### src/rtl/matrix_host_loader.sv
// rtl/matrix_host_loader.sv - host byte front end: loads operands A/B into RAM, runs the coprocessor, streams result C back
module matrix_host_loader #(
    parameter int WORD_W = 256,
    parameter int ADDR_W = 8,
    parameter int ADDR_A = 1,
    parameter int ADDR_B = 2,
    parameter int ADDR_C = 3,
    parameter int RD_LAT = 2
) (
    input  logic              clk,
    input  logic              rst,
    input  logic              in_valid,
    input  logic [7:0]        in_data,
    output logic              in_ready,
    output logic              out_valid,
    output logic [7:0]        out_data,
    input  logic              out_ready,
    output logic [ADDR_W-1:0] mem_address,
    output logic [WORD_W-1:0] mem_data,
    output logic              mem_wren,
    input  logic [WORD_W-1:0] mem_q,
    output logic              mem_owner,
    output logic              cop_start,
    input  logic              cop_done,
    output logic              busy
);

    localparam int N     = WORD_W / 8;
    localparam int CNT_W = $clog2(N);

    typedef enum logic [2:0] {
        LOAD_A, WRITE_A, LOAD_B, WRITE_B, WAIT_DONE, READ_C, READ_WAIT, UNLOAD
    } state_t;

    state_t             state;
    logic [CNT_W-1:0]   cnt;
    logic [WORD_W-1:0]  sreg;
    logic [WORD_W-1:0]  next_word;
    logic               in_fire;
    logic               out_fire;
    logic               last_cnt;

    // One shift register both assembles the incoming word (new bytes enter at the
    // top, so the first byte ends in [7:0]) and serialises the result low byte first.
    assign next_word = {in_data, sreg[WORD_W-1:8]};
    assign in_fire   = in_valid & in_ready;
    assign out_fire  = out_valid & out_ready;
    assign last_cnt  = (cnt == CNT_W'(N - 1));

    always_ff @(posedge clk) begin
        if (rst) begin
            state       <= LOAD_A;
            cnt         <= '0;
            sreg        <= '0;
            in_ready    <= 1'b0;
            out_valid   <= 1'b0;
            out_data    <= '0;
            mem_wren    <= 1'b0;
            mem_address <= '0;
            mem_data    <= '0;
            cop_start   <= 1'b0;
            mem_owner   <= 1'b1;
            busy        <= 1'b0;
        end else begin
            case (state)
                LOAD_A, LOAD_B: begin
                    in_ready <= 1'b1;
                    if (in_fire) begin
                        sreg <= next_word;
                        busy <= 1'b1;
                        cnt  <= cnt + CNT_W'(1);
                        if (last_cnt) begin
                            in_ready    <= 1'b0;
                            cnt         <= '0;
                            mem_wren    <= 1'b1;
                            mem_data    <= next_word;
                            if (state == LOAD_A) begin
                                mem_address <= ADDR_W'(ADDR_A);
                                state       <= WRITE_A;
                            end else begin
                                mem_address <= ADDR_W'(ADDR_B);
                                state       <= WRITE_B;
                            end
                        end
                    end
                end
                WRITE_A: begin
                    mem_wren <= 1'b0;
                    in_ready <= 1'b1;
                    state    <= LOAD_B;
                end
                WRITE_B: begin
                    mem_wren  <= 1'b0;
                    cop_start <= 1'b1;
                    mem_owner <= 1'b0;
                    state     <= WAIT_DONE;
                end
                WAIT_DONE: begin
                    if (cop_done) begin
                        cop_start   <= 1'b0;
                        mem_owner   <= 1'b1;
                        mem_address <= ADDR_W'(ADDR_C);
                        state       <= READ_C;
                    end
                end
                READ_C: begin
                    cnt   <= '0;
                    state <= READ_WAIT;
                end
                READ_WAIT: begin
                    // The cycle the address is presented counts toward RD_LAT.
                    if (cnt == CNT_W'(RD_LAT - 2)) begin
                        out_data  <= mem_q[7:0];
                        sreg      <= mem_q >> 8;
                        out_valid <= 1'b1;
                        cnt       <= '0;
                        state     <= UNLOAD;
                    end else begin
                        cnt <= cnt + CNT_W'(1);
                    end
                end
                UNLOAD: begin
                    if (out_fire) begin
                        out_data <= sreg[7:0];
                        sreg     <= sreg >> 8;
                        cnt      <= cnt + CNT_W'(1);
                        if (last_cnt) begin
                            out_valid <= 1'b0;
                            busy      <= 1'b0;
                            in_ready  <= 1'b1;
                            cnt       <= '0;
                            sreg      <= '0;
                            state     <= LOAD_A;
                        end
                    end
                end
                default: state <= LOAD_A;
            endcase
        end
    end

endmodule

### config.mk
export PLATFORM = sky130hd
export DESIGN_NAME = matrix_host_loader
export DESIGN_NICKNAME = d
export VERILOG_FILES = /design/src/rtl/matrix_host_loader.sv
export SDC_FILE = /design/constraint.sdc
export NUM_CORES = 1
export LEC_CHECK = 0
export CAP_MARGIN = 20
export CORE_AREA = 10 10 214 216
export CTS_CLUSTER_DIAMETER = 120
export DETAILED_ROUTE_END_ITERATION = 10
export DIE_AREA = 0 0 224 226
export PLACE_DENSITY_LB_ADDON = 0.05
export SLEW_MARGIN = 20
export SYNTH_ARGS = -nofsm -noshare
export SYNTH_HDL_FRONTEND = slang
export SYNTH_SLANG_ARGS = --single-unit
### constraint.sdc
create_clock -name clk -period 4.25 [get_ports clk]
set_input_delay 0.85 -clock clk [delete_from_list [all_inputs] [get_ports clk]]
set_output_delay 0.85 -clock clk [all_outputs]
set_load 0.02 [all_outputs]
# Word level (Yosys, flattened, before mapping)
# Cells that the tools add are included.
# word_totals
register_bits	542
input_bits	269
output_inout_bits	278
wordCells	95
# op_classes
n_reduce_logical	23
n_bitwise	2
n_mux	43
n_addsub	1
eq_ne	14
# op_table
op	n
256-bit two-way mux	3
256-bit one-hot mux with 3 select lines	1
248-bit two-way mux	1
8-bit two-way mux	5
8-bit one-hot mux with 2 select lines	2
3-bit one-hot mux with 7 select lines	1
5-bit two-way mux	4
5-bit one-hot mux with 4 select lines	1
3-bit two-way mux	6
4-bit AND reduction	4
3-bit AND reduction	5
3-bit equality test, second input constant	4
2-bit inequality test, second input constant	6
1-bit two-way mux	11
1-bit one-hot mux with 2 select lines	5
2-bit nonzero test	5
3-bit by 2-bit equality test with 1-bit output, second input constant	2
6-bit AND reduction	1
3-bit nonzero test	2
5-bit by 1-bit adder with 5-bit output, second input constant	1
5-bit equality test, second input constant	1
5-bit zero test	1
2-bit two-way mux	2
4-bit nonzero test	1
6 further kinds	8

# Depth between registers and ports, before layout
# Gate-level depths: netlist (run 1).
# logic_depth
ltp_word	5
mapped_depth	10
mapped_depth_nobuf	7

# Worst setup path before layout (run 1)
# OpenSTA, ideal clock, no wires.
# synth_timing
path_type	register to register
startpoint	reg cnt[0]
endpoint	reg sreg[100]
t_required_ps	4169
path_slack_ps	2047
stages_incl_launch_ff	10
path_buffers	3
period_less_slack_ps	2203
t_arrival_ps	2122
setup_ps	81
cell_sequence	dfxtp_1 -> ha_1 -> and3_1 -> ha_1 -> clkbuf_1 -> o21ai_2 -> clkbuf_1 -> clkbuf_1 -> a22oi_1 -> a211oi_2
# synth_via
elab_chain_cells	4
word_cells_on_any_way	7
classes_between	eq/ne (2); mux (3); reduce/logical (2)
# synth_lines
element	line	source
start: declaration	36	logic [CNT_W-1:0] cnt;
start signal: assignment	71	cnt <= cnt + CNT_W'(1);
start signal: assignment	119	cnt <= cnt + CNT_W'(1);
start signal: assignment	126	cnt <= cnt + CNT_W'(1);
5-bit equality test	48	assign last_cnt = (cnt == CNT_W'(N - 1));
248-bit two-way mux	127	if (last_cnt) begin
256-bit two-way mux	123	if (out_fire) begin
256-bit one-hot mux with 3 select lines	65	case (state)
end signal: assignment	69	sreg <= next_word;
end signal: assignment	114	sreg <= mem_q >> 8;
end signal: assignment	125	sreg <= sreg >> 8;
end: declaration	37	logic [WORD_W-1:0] sreg;
# Parallel ways exist; a longest one is shown, timed or not. The select of a mux whose other input is x is not followed.
# A chain may end at the register's enable or synchronous reset.

# Worst setup path after layout (run 1)
# layout_timing
startpoint	reg cnt[0]
endpoint	reg sreg[62]
# The elaborated chain is that of the path after synthesis.

==> flow_summary.ini, run 1 <==
[outcome]
outcome = complete, no violations

[sta]
setup_viol = 0
tns_ns = 0
hold_viol = 0
fin_skew_ns = 0.0103
post-route-period-util_pct = 64.8
rsz0062_at_grt = false
tightest_slew_ns = 0.964
min_period_ns = 2.76
slew_violations = 0
clock.fmax_mhz = 363
relSlewSlack_pct = 35.7

[synth]
syn_area_per_cell_sq_um = 8.98
synth_cells = 2475
ys_async_sr_fraction_pct = 0
ys_seq_area_share_pct = 48.3
yosys_warnings = 0
synth_seq_cells = 536
yosysUniqueCellTypes = 48
synth_edf_count = 0
syn_area_sq_mm = 0.0222
synthFlopType = dfxtp_1

[global_route]
grt_pass1_wl_mm = 122
grt_util_all_layers_pct = 30.3
grt_max_degree = 135
met2_usage_pct = 49.1
use_met3_pct = 7.56
grt_busiest_layer = met2
antenna_found_initial = 21
overflow = 0
grtUsageMet1_pct = 36.8
grt_pass1_vias = 20587

[drt]
ant_nets = 0
routed-via-count = 21008
wl_per_cell_um = 23.5
vias_per_cell = 6.11
drc = 0
dr.pass1.iters = 6
drt_iter0_drc = 2349
drt-total-wl_mm = 80.9

[cells_and_area]
final_common_cell = clkdlybuf4s50_1
finalNetCount = 3117
final_util_pct = 70.6
layout_common_cells = clkdlybuf4s50_1 (539), dfxtp_1 (536), nand2_1 (531)
drive_above_1_share_pct = 11.6
syn_to_final_growth_pct = 32.1

[clock_tree]
clockBufferDepth = 3
root_buffer = clkbuf_16
clock-sinks = 536
htree_levels = 2
clkLatencyLatePin_ns = 0.60
postCtsHoldBufs = 0
cts_resized = 0
cts_buffers = 55
cts_tree = done
cts_setup_buffers = 0
clk_pin_slew_ns = 0.06

[worst_setup_path]
cp-end-kind = flop
startpoint_type = flop
cp.required_ns = 4.76
crit_fanout = 54
crit_arrival_ns = 3.27
path_class = flop to flop

[floorplanning]
die-area_sq_mm = 0.0506
dieWidth_um = 224
initial_core_util_pct = 53.5
io_pins = 547
row_count = 75
core_sq_mm = 0.0416
die-height_um = 226

[power]
power.total_mw = 11.1
ir_drop_v = 0.000355
p_leak_nw = 9.33
power_density_mw_per_mm2 = 377

[placed_design]
dpl.hpwl_mm = 53.8
gp_congestion = 0.889
portBuffers = 540

[job]
maxCapViolCount = 0

[hold_path]
hp-class = flop to flop
-- synth_stat cells (3+ instances only) --
| cell | number | area (sq um) |
|---|---|---|
| buf_1 | 6 | 22.5 |
| and2_1 | 4 | 25.0 |
| a21oi_1 | 529 | 2650 |
| buf_2 | 52 | 260 |
| nor3_1 | 3 | 15.0 |
| buf_4 | 28 | 210 |
| dfxtp_1 | 536 | 10700 |
| nand3_1 | 20 | 100 |
| nand2_1 | 532 | 2000 |
| o21ai_0 | 12 | 60.1 |
| a211oi_2 | 200 | 2500 |
| nor2_1 | 12 | 45.0 |
| a22oi_1 | 248 | 1860 |
| a211oi_1 | 50 | 375 |
| clkbuf_1 | 161 | 604 |
| a311oi_1 | 9 | 78.8 |
| o211ai_1 | 5 | 37.5 |
| buf_6 | 24 | 270 |
| inv_1 | 6 | 22.5 |
| ha_1 | 4 | 50.1 |
-- where the power goes --
part	switching (mW)	leakage (nW)	internal (mW)
Clock	2.03	0.865	2.76
Combinational	0.474	4.11	0.470
Sequential	0.147	4.36	5.18
Total	2.65	9.33	8.40
-- critical path, cell delays in order, from the launching register on --
cell and delay, ns:
dfxtp_1 0.34, ha_1 0.25, and3_1 0.21, ha_1 0.32
o21ai_4 0.19, buf_4 0.26, buf_4 0.55, a22oi_1 0.22
a211oi_2 0.27
-- cells by family after synthesis --
family | Yosys count | share of synthesized area, %
multiplexers | 2 | 0.0957
adder cells (fa/ha/maj) | 4 | 0.225
buffers and inverters | 278 | 6.32
AND/OR/NAND/NOR | 583 | 10.3
other | 1 | 0.0169
flip-flops | 536 | 48.3
AO/OA/AOI/OAI | 1071 | 34.7
-- worst paths after layout --
kind                               startpoint             to  slack [ns]  depth (start not counted)
worst max register to register         cnt[0]       sreg[62]        1.49                          8
worst max-delay path                   cnt[0]       sreg[62]        1.49                          8
worst min register to register  mem_data[106]  mem_data[106]        0.45                          2
worst min-delay path            mem_data[106]  mem_data[106]        0.45                          2
-- flip-flops by register name (all words and copies together), names as in the netlist --
register and flops:
busy 1, cnt 5, cop_start 1, in_ready 1, mem_address 2, mem_data 256
mem_owner 1, mem_wren 1, out_data 8, out_valid 1, sreg 256, state 3
-- cell type report --
class	instances	area [sq um]
multi-input cells	1666	10200
clock inverters	16	164
inverters	6	22.5
clock buffers	81	1590
diodes	15	37.5
well taps	539	674
repair buffers	579	5980
flip-flops and latches	536	10700
fillers	3277	12200
-- per-layer routing --
metal  routed length (um)  part of all wire [%]
met1                31400                    39
met4                 3550                   4.4
met5                   82                  0.10
met3                 6800                   8.4
met2                39100                    48
-- stage by stage --
step | instance area, sq um | hold WS (ns) | setup slack [ns] | instances
5_1_grt | 29300 | 0.470 | 1.36 | 3433
3_5_place_dp | 27600 | 0.446 | 1.02 | 3326
4_1_cts | 29300 | 0.454 | 1.53 | 3423
6_report | 29400 | 0.452 | 1.49 | 3438
2_1_floorplan | 22200 | 0.441 | 2.05 | 2480
3_3_place_gp | 27600 | 0.442 | 1.06 | 3326
Power figures use the tool's default switching activity.
==> run 2, diff against run 1 <==
--- a/config.mk
+++ b/config.mk
@@ -6,10 +6,10 @@
 export NUM_CORES = 1
 export LEC_CHECK = 0
 export CAP_MARGIN = 20
-export CORE_AREA = 10 10 214 216
+export CORE_AREA = 10 10 222 224
 export CTS_CLUSTER_DIAMETER = 120
 export DETAILED_ROUTE_END_ITERATION = 10
-export DIE_AREA = 0 0 224 226
+export DIE_AREA = 0 0 232 234
 export PLACE_DENSITY_LB_ADDON = 0.05
 export SLEW_MARGIN = 20
 export SYNTH_ARGS = -nofsm -noshare
==> constraint.sdc (replaced) <==
create_clock -name clk -period 2.6 [get_ports clk]
set_input_delay 0.52 -clock clk [delete_from_list [all_inputs] [get_ports clk]]
set_output_delay 0.52 -clock clk [all_outputs]
set_load 0.02 [all_outputs]
==> flow_summary.ini, run 2 (same netlist as run 1, synthesis figures left out) <==
[outcome]
outcome = complete, no violations

[placed_design]
dpl.hpwl_mm = 57.4
pre_cts_ws_ns = 0.136
gp_congestion = 0.874
portBuffers = 540

[hold_path]
hp-class = input pin to flop
holdPathStages = 2
min_to = mem_data[216]
worstHoldStart = rst

[worst_setup_path]
path_class = flop to flop
crit_fanout = 54
startpoint_type = flop
cp-end-kind = flop
critical-path-slowest-cell = dfxtp_1
crit_arrival_ns = 2.88
crit_buf_inv = 2
rr_worst_depth = 8
r2r_slack_ns = 0.24
cp.required_ns = 3.11
crit_chain = ha_1 > and3_1 > ha_1 > o21ai_4 > buf_12 > buf_12 > a22oi_1 > a211oi_1
critPathTopFamily = compound AO/OA/AOI/OAI gates
r2r_end = sreg[241]
max_stage_delay_ns = 0.34
rr_startpoint = cnt[0]

[global_route]
antenna_found_initial = 14
overflow = 0
grt_pass1_wl_mm = 122
grt_util_all_layers_pct = 28.3
grt_pass1_vias = 20200
grt_max_degree = 82

[sta]
setup_ws_ns = 0.238
clock.fmax_mhz = 423
tns_ns = 0
slew_violations = 0
setup_viol = 0
tightest_slew_ns = 0.592
hold_viol = 0
rsz0062_at_grt = false
fin_skew_ns = 0.0179
relSlewSlack_pct = 60.4
min_period_ns = 2.36
whs_ns = 0.371
post-route-period-util_pct = 90.8

[drt]
dr.pass1.iters = 5
ant_nets = 0
drt-total-wl_mm = 81.4
wl_per_cell_um = 23.0
routed-via-count = 20950
vias_per_cell = 5.92
drt_iter0_drc = 1971
drc = 0

[floorplanning]
die-height_um = 234
row_count = 78
die-area_sq_mm = 0.0543
core_sq_mm = 0.0449
io_pins = 547
dieWidth_um = 232
initial_core_util_pct = 49.5

[clock_tree]
clock-sinks = 536
postCtsHoldBufs = 0
clkLatencyLatePin_ns = 0.61
clk_pin_slew_ns = 0.06
htree_levels = 2
clockBufferDepth = 3
cts_buffers = 55
root_buffer = clkbuf_16
cts_setup_buffers = 0
cts_resized = 0
cts_tree = done

[cells_and_area]
syn_to_final_growth_pct = 36.2
layout_common_cells = clkdlybuf4s50_1 (539), dfxtp_1 (536), nand2_1 (531)
final_common_cell = clkdlybuf4s50_1
fill_cells = 3608
finalNetCount = 3163
reg_top3 = mem_data x256, sreg x256, out_data x8
drive_above_1_share_pct = 13.1

[power]
p_leak_nw = 9.75
power_density_mw_per_mm2 = 614
ir_drop_v = 0.000603

[job]
maxCapViolCount = 0
-- run 2: cell count changes in the layout (fill, tap and decap cells not counted), sizes merged --
cell	before	now
clkinv	11	7
clkbuf	81	87
diode	15	6
bufinv	3	5
buf	40	86
-- run 2: power by group --
part / internal (mW) / switching [mW]
Sequential: 8.46 / 0.250
Combinational: 0.834 / 0.801
Clock: 4.88 / 3.34
Total: 14.2 / 4.39
-- run 2: layout make-up --
| type | count | area, sq um | area share [%] |
|---|---|---|---|
| well taps | 600 | 751 | 2.48 |
| clock inverters | 14 | 213 | 0.703 |
| inverters | 6 | 22.5 | 0.0744 |
| flip-flops and latches | 536 | 10700 | 35.5 |
| multi-input cells | 1666 | 10200 | 33.6 |
| diodes | 6 | 15.0 | 0.0496 |
| repair buffers | 625 | 6700 | 22.1 |
| clock buffers | 87 | 1670 | 5.51 |
-- run 2: worst register-to-register path, cell delays in order, from the launching register on --
cell and delay [ns]:
dfxtp_1 0.34, ha_1 0.25, and3_1 0.22, ha_1 0.29, o21ai_4 0.25, buf_12 0.28
buf_12 0.25, a22oi_1 0.13, a211oi_1 0.27
-- run 2: metrics by stage --
stage                     util (%)  power (mW)  std cells  instance area [sq um]
after CTS                     67.4        18.6       3534                  30200
after detailed placement      63.2        10.5       3433                  28400
after global placement        63.2        10.5       3433                  28400
after global routing          67.4        19.1       3539                  30300
final                         67.4        18.6       3540                  30300
after floorplan                  -        9.73       2480                  22200
-- run 2: worst max path at each step --
stage | startpoint | to | slack [ns] | depth (start not counted)
floorplan | cnt[0] | sreg[100] | 0.40 | 9
global placement | in_valid | mem_data[4] | 0.18 | 7
detailed placement | out_ready | sreg[246] | 0.14 | 7
CTS | cnt[0] | sreg[246] | 0.24 | 8
global route | cnt[0] | sreg[241] | 0.1 | 8
finish | cnt[0] | sreg[241] | 0.24 | 8
-- run 2: routing by layer --
layer	vias to the layer above	global-route usage, %	part of all wire [%]
met5	-	0	0.14
met4	18	9.60	3.2
met3	134	6.73	8.0
met2	880	47.7	49
met1	10172	35.0	40
li1	9746	-	-
==> run 3, diff against run 2 <==
--- a/config.mk
+++ b/config.mk
@@ -6,10 +6,10 @@
 export NUM_CORES = 1
 export LEC_CHECK = 0
 export CAP_MARGIN = 20
-export CORE_AREA = 10 10 222 224
+export CORE_AREA = 5 5 217 219
 export CTS_CLUSTER_DIAMETER = 120
 export DETAILED_ROUTE_END_ITERATION = 10
-export DIE_AREA = 0 0 232 234
+export DIE_AREA = 0 0 222 224
 export PLACE_DENSITY_LB_ADDON = 0.05
 export SLEW_MARGIN = 20
 export SYNTH_ARGS = -nofsm -noshare
==> flow_summary.ini, run 3 (same netlist as run 1, synthesis figures left out) <==
[placed_design]
portBuffers = 540
dpl.hpwl_mm = 53.9
pre_cts_ws_ns = 0.118
gp_congestion = 0.877
dp.cells = 3422

[sta]
min_period_ns = 2.41
hold_viol = 0
relSlewSlack_pct = 52.9
clock.fmax_mhz = 415
tns_ns = 0
post-route-period-util_pct = 92.8
fin_skew_ns = 0.0139
whs_ns = 0.334
setup_viol = 0
setup_ws_ns = 0.188
tightest_slew_ns = 0.706
rsz0062_at_grt = false
slew_violations = 0

[power]
ir_drop_v = 0.000487
p_sw_mw = 4.31
power.share.sequential_pct = 47.8
power_density_mw_per_mm2 = 606
p_comb_share_pct = 8.8
pwr-share-clk_pct = 43.4
internal_power_mw = 13.9
sw_frac_of_total_pct = 23.6
p_leak_nw = 9.65

[outcome]
outcome = complete, no violations

[drt]
dr.pass1.iters = 6
drt_iter0_drc = 2177
vias_per_cell = 5.95
ant_nets = 0
wl_per_cell_um = 22.1
drc = 0
drt-total-wl_mm = 78.1
routed-via-count = 20985

[clock_tree]
cts_resized = 0
root_buffer = clkbuf_16
clockBufferDepth = 3
postCtsHoldBufs = 0
htree_levels = 2
clock-sinks = 536
clk_pin_slew_ns = 0.06
cts_setup_buffers = 0
clkLatencyLatePin_ns = 0.60
cts_buffers = 55
cts_tree = done

[global_route]
grt_pass1_wl_mm = 120
grt_max_degree = 99
grt_pass1_vias = 20727
grt_util_all_layers_pct = 29.6
overflow = 0
antenna_found_initial = 11

[job]
maxCapViolCount = 0

[worst_setup_path]
crit_arrival_ns = 2.93
crit_buf_inv = 1
cp-end-kind = flop
critical-path-slowest-cell = dfxtp_1
max_stage_delay_ns = 0.60
critPathTopFamily = compound AO/OA/AOI/OAI gates
path_class = flop to flop
crit_fanout = 63
startpoint_type = flop
cp.required_ns = 3.12
crit_chain = and2_1 > a211o_4 > buf_4 > a21oi_1 > a211oi_2

[cells_and_area]
finalNetCount = 3152
layout_common_cells = clkdlybuf4s50_1 (539), dfxtp_1 (536), nand2_1 (531)
final_common_cell = clkdlybuf4s50_1
finalNonFillerCells = 3527
syn_to_final_growth_pct = 35.3
drive_above_1_share_pct = 12.7
reg_top3 = mem_data x256, sreg x256, out_data x8

[floorplanning]
io_pins = 547
die-area_sq_mm = 0.0497
core_sq_mm = 0.0449
dieWidth_um = 222
die-height_um = 224
initial_core_util_pct = 49.5
row_count = 78

[hold_path]
hp-class = input pin to flop
## run 3: changes by cell type in the layout (fill, tap and decap cells not counted), moves of 2 or more
cell       before  now
buf_12         52   49
buf_4          33   25
bufinv_16       5    3
clkinv_2        6    4
diode_2         6    8
inv_6           1    3
## run 3: power by group through the flow
stage | Clock (mW) | Sequential [mW] | Combinational, mW
2_1_floorplan | 0 | 8.79 | 0.938
3_3_place_gp | 0 | 8.88 | 1.55
3_5_place_dp | 0 | 8.88 | 1.59
4_1_cts | 8.03 | 8.70 | 1.60
5_1_grt | 8.39 | 8.73 | 1.71
6_report | 7.91 | 8.71 | 1.60
## run 3: worst reg2reg max path, delay by kind of cell (launching register included)
kind / cells / cell delay, ns
AO/OA/AOI/OAI: 3 / 0.71
buffers and inverters: 1 / 0.58
AND/OR/NAND/NOR: 1 / 0.45
flip-flops: 1 / 0.60
## run 3: per-layer routing
| metal | GRT usage [%] | wire, um |
|---|---|---|
| met1 | 37.7 | 31500 |
| met3 | 7.04 | 6160 |
| met2 | 48.7 | 37100 |
| met5 | 0 | 48 |
| met4 | 12.1 | 3230 |
## run 3: path summary, 6_finish.rpt
| kind | start | end | slack [ns] | cells past startpoint |
|---|---|---|---|---|
| max | state[2] | sreg[206] | 0.19 | 5 |
| min | rst | mem_data[219] | 0.33 | 2 |
| max reg2reg | state[2] | sreg[206] | 0.19 | 5 |
| min reg2reg | mem_data[4] | mem_data[4] | 0.45 | 2 |
## run 3: layout make-up
class	instances	area, sq um
Fill cell	3663	14800
Clock buffer	86	1650
Timing Repair Buffer	614	6580
Sequential cell	536	10700
Inverter	6	22.5
Antenna cell	8	20.0
Multi-Input combinational cell	1666	10200
Tap cell	600	751
Clock inverter	11	144
## run 3: stage by stage
step	power (mW)	instance area, sq um	utilization, %
detailed placement	10.5	28200	62.9
global route	18.8	30000	66.9
finish	18.2	30100	67.0
CTS	18.3	30000	66.9
global placement	10.4	28200	62.9
floorplan	9.73	22200	-
